$ cat src/rtl/axi_stream_extract_header_pkg.sv
// Purpose: shared FSM encoding and byte-lane constants for the AXI-Stream header extractor.
// Latency: n/a (types and constants only).
// Backpressure: n/a.
package axi_stream_extract_header_pkg;

  localparam int BYTE_W = 8;

  typedef enum logic [1:0] {
    ST_IDLE  = 2'd0,  // waiting for a header-length config
    ST_HEAD  = 2'd1,  // next beat carries the header
    ST_BODY  = 2'd2,  // re-aligning payload beats
    ST_FLUSH = 2'd3   // emitting the final carry-only beat
  } state_t;

endpackage

$ cat src/rtl/axi_stream_extract_header_reg_slice.sv
// Purpose: single-entry valid/ready register stage; data cleared to zero when the entry drains.
// Latency: 1 cycle from in handshake to out_vld.
// Backpressure: in_rdy = entry empty or being drained this cycle; out_vld/out_dat held stable while !out_rdy.
// Ports: in_vld/in_dat/in_rdy (upstream), out_vld/out_dat/out_rdy (downstream).
module axi_stream_extract_header_reg_slice #(
  parameter int WIDTH = 8
) (
  input  logic             clk,
  input  logic             rst_n,
  input  logic             in_vld,
  input  logic [WIDTH-1:0] in_dat,
  output logic             in_rdy,
  output logic             out_vld,
  output logic [WIDTH-1:0] out_dat,
  input  logic             out_rdy
);

  assign in_rdy = !out_vld || out_rdy;

  always_ff @(posedge clk or negedge rst_n) begin
    if (!rst_n) begin
      out_vld <= 1'b0;
      out_dat <= '0;
    end else if (in_vld && in_rdy) begin
      out_vld <= 1'b1;
      out_dat <= in_dat;
    end else if (out_rdy) begin
      out_vld <= 1'b0;
      out_dat <= '0;
    end
  end

endmodule

$ cat src/rtl/axi_stream_extract_header.sv
// Purpose: strip the leading 1..DATA_BYTE_WD header bytes of each packet onto a header port and
//          re-align the remaining payload MSB-first on the output stream.
// Latency: header and payload each 1 cycle after input acceptance; backpressure: header and payload
//          ports independent, input stalls while the needed output register is occupied.
// Ports: valid_cnt/byte_extract_cnt/ready_cnt (per-packet header length H = cnt+1),
//        *_in (ingress stream), *_out (payload stream), *_header (LSB-aligned header, unused lanes zero).
module axi_stream_extract_header
  import axi_stream_extract_header_pkg::*;
#(
  parameter int DATA_WD      = 32,
  parameter int DATA_BYTE_WD = DATA_WD / 8,
  parameter int BYTE_CNT_WD  = $clog2(DATA_BYTE_WD)
) (
  input  logic                    clk,
  input  logic                    rst_n,
  input  logic                    valid_cnt,
  input  logic [BYTE_CNT_WD-1:0]  byte_extract_cnt,
  output logic                    ready_cnt,
  input  logic                    valid_in,
  input  logic [DATA_WD-1:0]      data_in,
  input  logic [DATA_BYTE_WD-1:0] keep_in,
  input  logic                    last_in,
  output logic                    ready_in,
  output logic                    valid_out,
  output logic [DATA_WD-1:0]      data_out,
  output logic [DATA_BYTE_WD-1:0] keep_out,
  output logic                    last_out,
  input  logic                    ready_out,
  output logic                    valid_header,
  output logic [DATA_WD-1:0]      data_header,
  output logic [DATA_BYTE_WD-1:0] keep_header,
  input  logic                    ready_header
);

  typedef struct packed {
    logic [DATA_WD-1:0]      dat;
    logic [DATA_BYTE_WD-1:0] keep;
    logic                    last;
  } pay_t;

  typedef struct packed {
    logic [DATA_WD-1:0]      dat;
    logic [DATA_BYTE_WD-1:0] keep;
  } hdr_t;

  // Expand a byte-lane keep mask to a bit mask so invalid lanes are forced to zero.
  function automatic logic [DATA_WD-1:0] lane_mask(input logic [DATA_BYTE_WD-1:0] k);
    logic [DATA_WD-1:0] m;
    m = '0;
    for (int i = 0; i < DATA_BYTE_WD; i++) m[i*BYTE_W +: BYTE_W] = {BYTE_W{k[i]}};
    return m;
  endfunction

  state_t                  state_q, state_d;
  logic [BYTE_CNT_WD-1:0]  cnt_q;
  logic [DATA_WD-1:0]      carry_q;
  logic [DATA_BYTE_WD-1:0] carry_keep_q;

  int                      h_bytes, s_bytes;
  logic [DATA_WD-1:0]      carry_nxt, hdr_part;
  logic [DATA_BYTE_WD-1:0] carry_keep_nxt, hdr_keep_part, top_s_keep;
  logic                    has_tail, in_fire;

  logic pay_in_vld, pay_in_rdy, hdr_in_vld, hdr_in_rdy;
  pay_t pay_in_dat, pay_out_dat;
  hdr_t hdr_in_dat, hdr_out_dat;

  // Byte-lane arithmetic. The carry is kept left-aligned (its S bytes in the top lanes), so a body
  // beat is just carry | (top H bytes of data_in moved to the bottom). With H = DATA_BYTE_WD the
  // shifts run the full width and the carry is always zero, giving a straight pass-through.
  always_comb begin
    h_bytes        = int'(cnt_q) + 1;
    s_bytes        = DATA_BYTE_WD - h_bytes;
    carry_nxt      = data_in << (BYTE_W * h_bytes);
    carry_keep_nxt = keep_in << h_bytes;
    hdr_part       = data_in >> (BYTE_W * s_bytes);
    hdr_keep_part  = keep_in >> s_bytes;
    top_s_keep     = ~({DATA_BYTE_WD{1'b1}} >> s_bytes);
    // Bytes beyond the first H lanes of this beat survive into the next output beat.
    has_tail       = |carry_keep_nxt;
  end

  assign in_fire = valid_in && ready_in;

  always_ff @(posedge clk or negedge rst_n) begin
    if (!rst_n) state_q <= ST_IDLE;
    else        state_q <= state_d;
  end

  always_comb begin
    state_d = state_q;
    case (state_q)
      ST_IDLE:  if (valid_cnt) state_d = ST_HEAD;
      ST_HEAD:  if (in_fire) state_d = last_in ? ST_IDLE : ST_BODY;
      ST_BODY:  if (in_fire && last_in) state_d = has_tail ? ST_FLUSH : ST_IDLE;
      ST_FLUSH: if (pay_in_rdy) state_d = ST_IDLE;
      default:  state_d = ST_IDLE;
    endcase
  end

  always_comb begin
    ready_cnt  = 1'b0;
    ready_in   = 1'b0;
    pay_in_vld = 1'b0;
    pay_in_dat = '0;
    hdr_in_vld = 1'b0;
    hdr_in_dat = '0;
    case (state_q)
      ST_IDLE: ready_cnt = 1'b1;
      ST_HEAD: begin
        // Both registers must be free: a short last beat may need header and payload at once.
        ready_in        = hdr_in_rdy && pay_in_rdy;
        hdr_in_vld      = valid_in && hdr_in_rdy && pay_in_rdy;
        // keep_in shifted down keeps only the header lanes actually received on a short packet.
        hdr_in_dat.keep = hdr_keep_part;
        hdr_in_dat.dat  = hdr_part & lane_mask(hdr_keep_part);
        pay_in_vld      = valid_in && hdr_in_rdy && pay_in_rdy && last_in && has_tail;
        pay_in_dat.keep = carry_keep_nxt;
        pay_in_dat.dat  = carry_nxt & lane_mask(carry_keep_nxt);
        pay_in_dat.last = 1'b1;
      end
      ST_BODY: begin
        ready_in        = pay_in_rdy;
        pay_in_vld      = valid_in && pay_in_rdy;
        pay_in_dat.keep = top_s_keep | hdr_keep_part;
        pay_in_dat.dat  = (carry_q | hdr_part) & lane_mask(top_s_keep | hdr_keep_part);
        pay_in_dat.last = last_in && !has_tail;
      end
      ST_FLUSH: begin
        pay_in_vld      = 1'b1;
        pay_in_dat.keep = carry_keep_q;
        pay_in_dat.dat  = carry_q & lane_mask(carry_keep_q);
        pay_in_dat.last = 1'b1;
      end
      default: ;
    endcase
  end

  always_ff @(posedge clk or negedge rst_n) begin
    if (!rst_n) begin
      cnt_q        <= '0;
      carry_q      <= '0;
      carry_keep_q <= '0;
    end else begin
      if (state_q == ST_IDLE && valid_cnt) cnt_q <= byte_extract_cnt;
      if (in_fire && (state_q == ST_HEAD || state_q == ST_BODY)) begin
        carry_q      <= carry_nxt;
        carry_keep_q <= carry_keep_nxt;
      end
    end
  end

  axi_stream_extract_header_reg_slice #(.WIDTH($bits(pay_t))) u_pay_slice (
    .clk     (clk),
    .rst_n   (rst_n),
    .in_vld  (pay_in_vld),
    .in_dat  (pay_in_dat),
    .in_rdy  (pay_in_rdy),
    .out_vld (valid_out),
    .out_dat (pay_out_dat),
    .out_rdy (ready_out)
  );

  axi_stream_extract_header_reg_slice #(.WIDTH($bits(hdr_t))) u_hdr_slice (
    .clk     (clk),
    .rst_n   (rst_n),
    .in_vld  (hdr_in_vld),
    .in_dat  (hdr_in_dat),
    .in_rdy  (hdr_in_rdy),
    .out_vld (valid_header),
    .out_dat (hdr_out_dat),
    .out_rdy (ready_header)
  );

  assign data_out    = pay_out_dat.dat;
  assign keep_out    = pay_out_dat.keep;
  assign last_out    = pay_out_dat.last;
  assign data_header = hdr_out_dat.dat;
  assign keep_header = hdr_out_dat.keep;

endmodule
$ cat config.mk
export PLATFORM = sky130hd
export DESIGN_NAME = axi_stream_extract_header
export DESIGN_NICKNAME = d
export VERILOG_FILES = /design/src/rtl/axi_stream_extract_header_pkg.sv /design/src/rtl/axi_stream_extract_header_reg_slice.sv /design/src/rtl/axi_stream_extract_header.sv
export SDC_FILE = /design/constraint.sdc
export NUM_CORES = 1
export LEC_CHECK = 0
export CORE_ASPECT_RATIO = 0.8
export CORE_MARGIN = 2
export CORE_UTILIZATION = 25
export DETAILED_ROUTE_END_ITERATION = 10
export PLACE_DENSITY = 0.45
export SLEW_MARGIN = 30
export SYNTH_ARGS = -nofsm -noshare
export SYNTH_HDL_FRONTEND = slang
export SYNTH_HIERARCHICAL = 1
export SYNTH_SLANG_ARGS = --single-unit
$ cat constraint.sdc
create_clock -name clk -period 3.3 [get_ports clk]
set_input_delay 0.825 -clock clk [delete_from_list [all_inputs] [get_ports clk]]
set_output_delay 0.825 -clock clk [all_outputs]
set_load 0.01 [all_outputs]
# ---- Word level (Yosys, flattened, before mapping)
# Cells that the tools add are included.
dict set report classes {
  add_sub_neg 2
  muxes 21
  n_eq_ne 7
  shifts 5
  bitwise 7
  order_cmp 0
  reduce_logical 24
  multipliers 0
  div_mod_pow 0
}
# op n
set ops {}
lappend ops {{$and A32 B32 Y32} 4}
lappend ops {{$pmux W37 S3} 1}
lappend ops {{$mux W36} 3}
lappend ops {{$mux W37} 2}
lappend ops {{$or A32 B32 Y32} 1}
lappend ops {{$shl A32 B6 Y32} 1}
lappend ops {{$shr A32 B32 Y32} 1}
lappend ops {{$shr A4 B32 Y4} 1}
lappend ops {{$shr A4 B32 Y4 const A} 1}
lappend ops {{$logic_and A1 B1 Y1} 13}
lappend ops {{$mux W2} 6}
lappend ops {{$ne A2 B2 Y1 const B} 4}
lappend ops {{$pmux W2 S4} 1}
lappend ops {{$mux W1} 6}
lappend ops {{$eq A2 B2 Y1 const B} 2}
lappend ops {{$not A4 Y4} 1}
lappend ops {{$or A4 B4 Y4} 1}
lappend ops {{$reduce_and A4 Y1} 1}
lappend ops {{$reduce_bool A2 Y1} 2}
lappend ops {{$reduce_or A4 Y1} 1}
lappend ops {{$shl A4 B3 Y4} 1}
lappend ops {{$sub A3 B3 Y4 const A} 1}
lappend ops {{$add A2 B1 Y3 const B} 1}
lappend ops {{$logic_not A1 Y1} 3}
lappend ops {{5 further kinds} 7}
dict set report totals {
  latchBits 0
  mem_bits_ro 0
  ram_bits 0
  inputBits 45
  register_bits 115
  n_memories 0
  out_inout_bits 77
  elab_cells 74
}

# ---- Logic depth before layout (Yosys ltp)
dict set report depth {
  depth_word 9
  ltp_mapped 15
  ltp_nobuf 8
}

# ---- By module
# Netlist, hierarchy kept.
# module cells_per_inst area_each_um2 seq_area_each_um2 instances
set by_module_without_submodules {}
lappend by_module_without_submodules {axi_stream_extract_header 481 3915.0 1001.0 1}
lappend by_module_without_submodules {{axi_stream_extract_header_reg_slice at u_pay_slice} 169 1919.3 950.9 1}
lappend by_module_without_submodules {{axi_stream_extract_header_reg_slice at u_hdr_slice} 165 1906.8 925.9 1}

# ---- Least setup slack after synthesis
# OpenSTA, ideal clock, no wires.
dict set report synth_timing {
  path_type {flip-flop to flip-flop}
  start {reg cnt_q[0]}
  end {reg u_pay_slice.out_dat[10]}
  path_buffers 7
  t_required_ns 3.204
  setup_slack_ns 0.443
  path_stages_with_launch 16
  t_arrival_ns 2.762
  setup_ns 0.096
  synth_period_minus_slack_ns 2.857
  path_cell_list {dfrtp_1 buf_6 buf_12 inv_1 buf_4 ha_1 buf_6 buf_6 nor4_1 a221oi_2 a41oi_1 o22ai_1 nor2b_1 buf_6 buf_6 o32ai_2}
}
dict set report synth_via {
  elab_cells_between_ends 19
  cone_classes {add/sub: 2; shift: 5; mux: 3; bitwise: 5; reduce/logical: 4}
}
# item line_no
set synth_rtl {}
lappend synth_rtl {{from (decl)} axi_stream_extract_header.sv:55} ;# logic [BYTE_CNT_WD-1:0] cnt_q;
lappend synth_rtl {{from (signal assigned)} axi_stream_extract_header.sv:145} ;# if (state_q == ST_IDLE && valid_cnt) cnt_q <= byte_extract_cnt;
lappend synth_rtl {{$add A2 B1 Y3 *} axi_stream_extract_header.sv:72} ;# h_bytes = int'(cnt_q) + 1;
lappend synth_rtl {{$shl A4 B3 Y4 *} axi_stream_extract_header.sv:75} ;# carry_keep_nxt = keep_in << h_bytes;
lappend synth_rtl {{$reduce_or A4 Y1 *} axi_stream_extract_header.sv:80} ;# has_tail = |carry_keep_nxt;
lappend synth_rtl {{$logic_and A1 B1 Y1 *} axi_stream_extract_header.sv:117} ;# pay_in_vld = valid_in && hdr_in_rdy && pay_in_rdy && last_in && has_tail;
lappend synth_rtl {{$pmux W1 S3 *} axi_stream_extract_header.sv:108} ;# case (state_q)
lappend synth_rtl {{named net pay_in_vld} axi_stream_extract_header.sv:64} ;# logic pay_in_vld, pay_in_rdy, hdr_in_vld, hdr_in_rdy;
lappend synth_rtl {{$logic_and A1 B1 Y1 *} axi_stream_extract_header_reg_slice.sv:24} ;# end else if (in_vld && in_rdy) begin
lappend synth_rtl {{$mux W37 / $reduce_bool A2 Y1 (equally long branches)} n/a}
lappend synth_rtl {{to (signal assigned)} axi_stream_extract_header_reg_slice.sv:26} ;# out_dat <= in_dat;
lappend synth_rtl {{to (decl)} axi_stream_extract_header_reg_slice.sv:14} ;# output logic [WIDTH-1:0] out_dat,
# Mark *: on every way through the listed nets, which the timed path passes. The rest lies on a longest branch.
# A chain may end at the register's enable or synchronous reset.

# ---- Worst setup path after layout
dict set report layout_timing {
  start {reg state_q[1]}
  end {out ready_in}
}
dict set report layout_via {
  elab_chain_len 2
  elab_cells_between_ends 3
  cone_classes {eq/ne: 2; mux: 1}
}
# item line_no
set layout_rtl {}
lappend layout_rtl {{from (decl)} axi_stream_extract_header.sv:54} ;# state_t state_q, state_d;
lappend layout_rtl {{from (signal assigned)} axi_stream_extract_header.sv:87} ;# else state_q <= state_d;
lappend layout_rtl {{$eq A2 B2 Y1 / $eq A2 B1 Y1 (equally long branches)} axi_stream_extract_header.sv:108}
lappend layout_rtl {{$pmux W1 S2 *} axi_stream_extract_header.sv:108}
lappend layout_rtl {{to (decl)} axi_stream_extract_header.sv:23} ;# output logic ready_in,
# Mark *: on every way between the ends. The rest lies on a longest branch, timed or not.

==> flow_summary.json <==
{
  "syn2layout_area_growth_pct": 29.5,
  "cts_resized": 0,
  "arrival_ns": 2.13,
  "cp-end-kind": "output pin",
  "status": "completed",
  "maxCapViolCount": 0,
  "ant_nets": 0,
  "clkTransAtPathRegs_ns": 0.07,
  "p_leak_nw": 3.87,
  "holdBufCountCts": 0,
  "slew_headroom": 0.511,
  "grt_setup_unrepaired": "false",
  "critPathKind": "register to output pin",
  "gp_congestion": 0.833,
  "cp_max_fo": 4,
  "numCtsBuffers": 17,
  "tightest_slew_ns": 0.734,
  "peakVddDrop_uv": 405,
  "syn_inst": 815,
  "netlist-cell-type-count": 67,
  "ff2ff_setup_slack_ns": 0.50,
  "core_area_sq_um": 30500,
  "fmax_ghz": 0.338,
  "drc": 0,
  "post_drt_wl_per_cell_microns": 20.6,
  "grt_pass1_wl_mm": 42.8,
  "worst_slack_ns": 0.341,
  "hold_path_class": "input port to async pin",
  "ys_seq_area_frac": 0.372,
  "antenna_found_initial": 0,
  "finalHoldViolCount": 0,
  "clock_path_buffers": 2,
  "grt_overflow_total": 0,
  "drt_iter0_markers": 557,
  "nFillCells": 3208,
  "die_y_microns": 161,
  "synth_seq_cells": 115,
  "drive_gt1_frac": 0.194,
  "fp.dieW_microns": 201,
  "powerDensity_nw_per_um2": 893,
  "io_buffers": 121,
  "cts_tree": "yes",
  "pin_count": 122,
  "detailedPlace.worstSlack_ns": -0.0654,
  "grt_pass1_vias": 6719,
  "clk_latency_ns": 0.43,
  "fin_crit_ns": 2.96,
  "r2r_cells": 11,
  "grt_max_degree": 67,
  "vias": 6683,
  "final_nets": 977,
  "grt.total_usage": 0.173,
  "r2r_end": "u_pay_slice/out_dat[25]",
  "async_flop_share": 1.00,
  "layout_commonest_cell": "nand2_1",
  "cts.sinks": 115,
  "netlist_area_sq_um": 7740,
  "clock-root-buffer": "clkbuf_16",
  "synth_fp_nets": 866,
  "yosysWarnings": 6,
  "start_util": 0.254,
  "num_rows": 57,
  "viasPerCell": 4.94,
  "finalSetupTns_ns": 0,
  "finClkSkew_ns": 0.0151,
  "drt-total-wl_mm": 27.8,
  "num_antenna_cells": 0,
  "finalCritPeriodShare": 0.897,
  "power_w": 0.00895,
  "avgSynthCellArea_sq_um": 9.50,
  "hpwl_mm": 20.8,
  "slew_violations": 0,
  "die_area_sq_um": 32400,
  "critPathLaunchType": "register",
  "synth_edf_count": 0,
  "crit_required_ns": 2.47,
  "drt_pre_antenna_iters": 5,
  "mostFrequentLayoutCells": "157 x nand2_1, 118 x clkdlybuf4s50_1, 114 x dfrtp_1",
  "h-tree-depth": 4,
  "synthFlopType": "dfrtp_1",
  "setup_viol": 0,
  "r2r-start": "cnt_q[0]",
  "postCtsSetupBuffers": 0
}
[cell families after synthesis]
| logic type | share of synthesized area |
|---|---|
| multiplexers | 0.0740 |
| AO/OA/AOI/OAI | 0.283 |
| buffers and inverters | 0.111 |
| AND/OR/NAND/NOR | 0.151 |
| adder cells (fa/ha/maj) | 0.00970 |
| flip-flops | 0.372 |
[Yosys cell counts, drive strengths merged (6+ instances only)]
cell type	number	area, sq um
nand2	157	589
dfrtp	115	2880
inv	89	334
o32ai	73	1090
buf	57	448
a21oi	50	250
o21ai	33	165
mux2i	28	280
and3	23	144
clkbuf	20	76.3
a31oi	19	125
mux4	11	248
nand3	10	50.1
nor2	10	40.0
o22ai	10	62.6
a22o	9	78.8
nand2b	9	56.3
o31ai	9	67.6
a22oi	8	65.1
a311o	8	80.1
nor2b	8	60.1
or2b	7	52.6
ha	6	75.1
[critical path, cell delays in order (launching register included)]
cell and delay, ns:
dfrtp_1 0.42, inv_1 0.13, ha_1 0.27, a21oi_1 0.11
nor2_1 0.20, clkdlybuf4s50_1 0.58
[through the flow]
step                      area [sq um]  hold WS, ns   util  cells
after detailed placement          9350        0.461  0.307   1320
after global placement            9350        0.453  0.307   1320
after floorplan                   7740        0.441      -    815
after CTS                        10000        0.360  0.329   1352
final                            10000        0.351  0.329   1352
after global routing             10000        0.369  0.329   1352
[worst max-delay path by stage]
| stage | startpoint | cells after the start | end |
|---|---|---|---|
| global route | keep_in[0] | 8 | u_pay_slice/out_dat[15] |
| finish | state_q[1] | 5 | ready_in |
| CTS | state_q[1] | 5 | ready_in |
| detailed placement | keep_in[0] | 8 | u_pay_slice/out_dat[16] |
| global placement | keep_in[0] | 8 | u_pay_slice/out_dat[14] |
| floorplan | cnt_q[0] | 15 | u_pay_slice/out_dat[10] |
[flip-flops by register name, indices dropped and copies added (netlist names)]
| register | flops |
|---|---|
| u_pay_slice/out_dat | 37 |
| u_hdr_slice/out_dat | 36 |
| carry_q | 32 |
| carry_keep_q | 4 |
| cnt_q | 2 |
| state_q | 2 |
| u_hdr_slice/out_vld | 1 |
| u_pay_slice/out_vld | 1 |
[final cells by class]
cell class	instances	area (sq um)	area share
flip-flops and latches	115	2880	0.287
well taps	413	517	0.0516
clock buffers	17	425	0.0424
repair buffers	169	1580	0.158
clock inverters	15	251	0.0251
multi-input cells	534	4030	0.402
inverters	89	334	0.0333
[layer usage]
layer / wire length [microns] / part of all wire / up-vias / track usage
met2: 12300 / 0.44 / 193 / 0.261
met1: 14000 / 0.50 / 3329 / 0.260
met3: 1410 / 0.051 / 13 / 0.0325
li1: - / - / 3148 / -
met4: 184 / 0.0066 / 0 / 0.0293
met5: 0 / 0 / - / 0
[power breakdown]
| part | leakage [nW] | total (W) | internal [W] | switching (W) |
|---|---|---|---|---|
| clock | 0.332 | 0.00218 | 0.00143 | 0.000750 |
| sequential | 1.56 | 0.00191 | 0.00171 | 0.000194 |
| combinational | 1.98 | 0.00487 | 0.00185 | 0.00302 |
No activity file was read; power rests on OpenSTA's default activity.
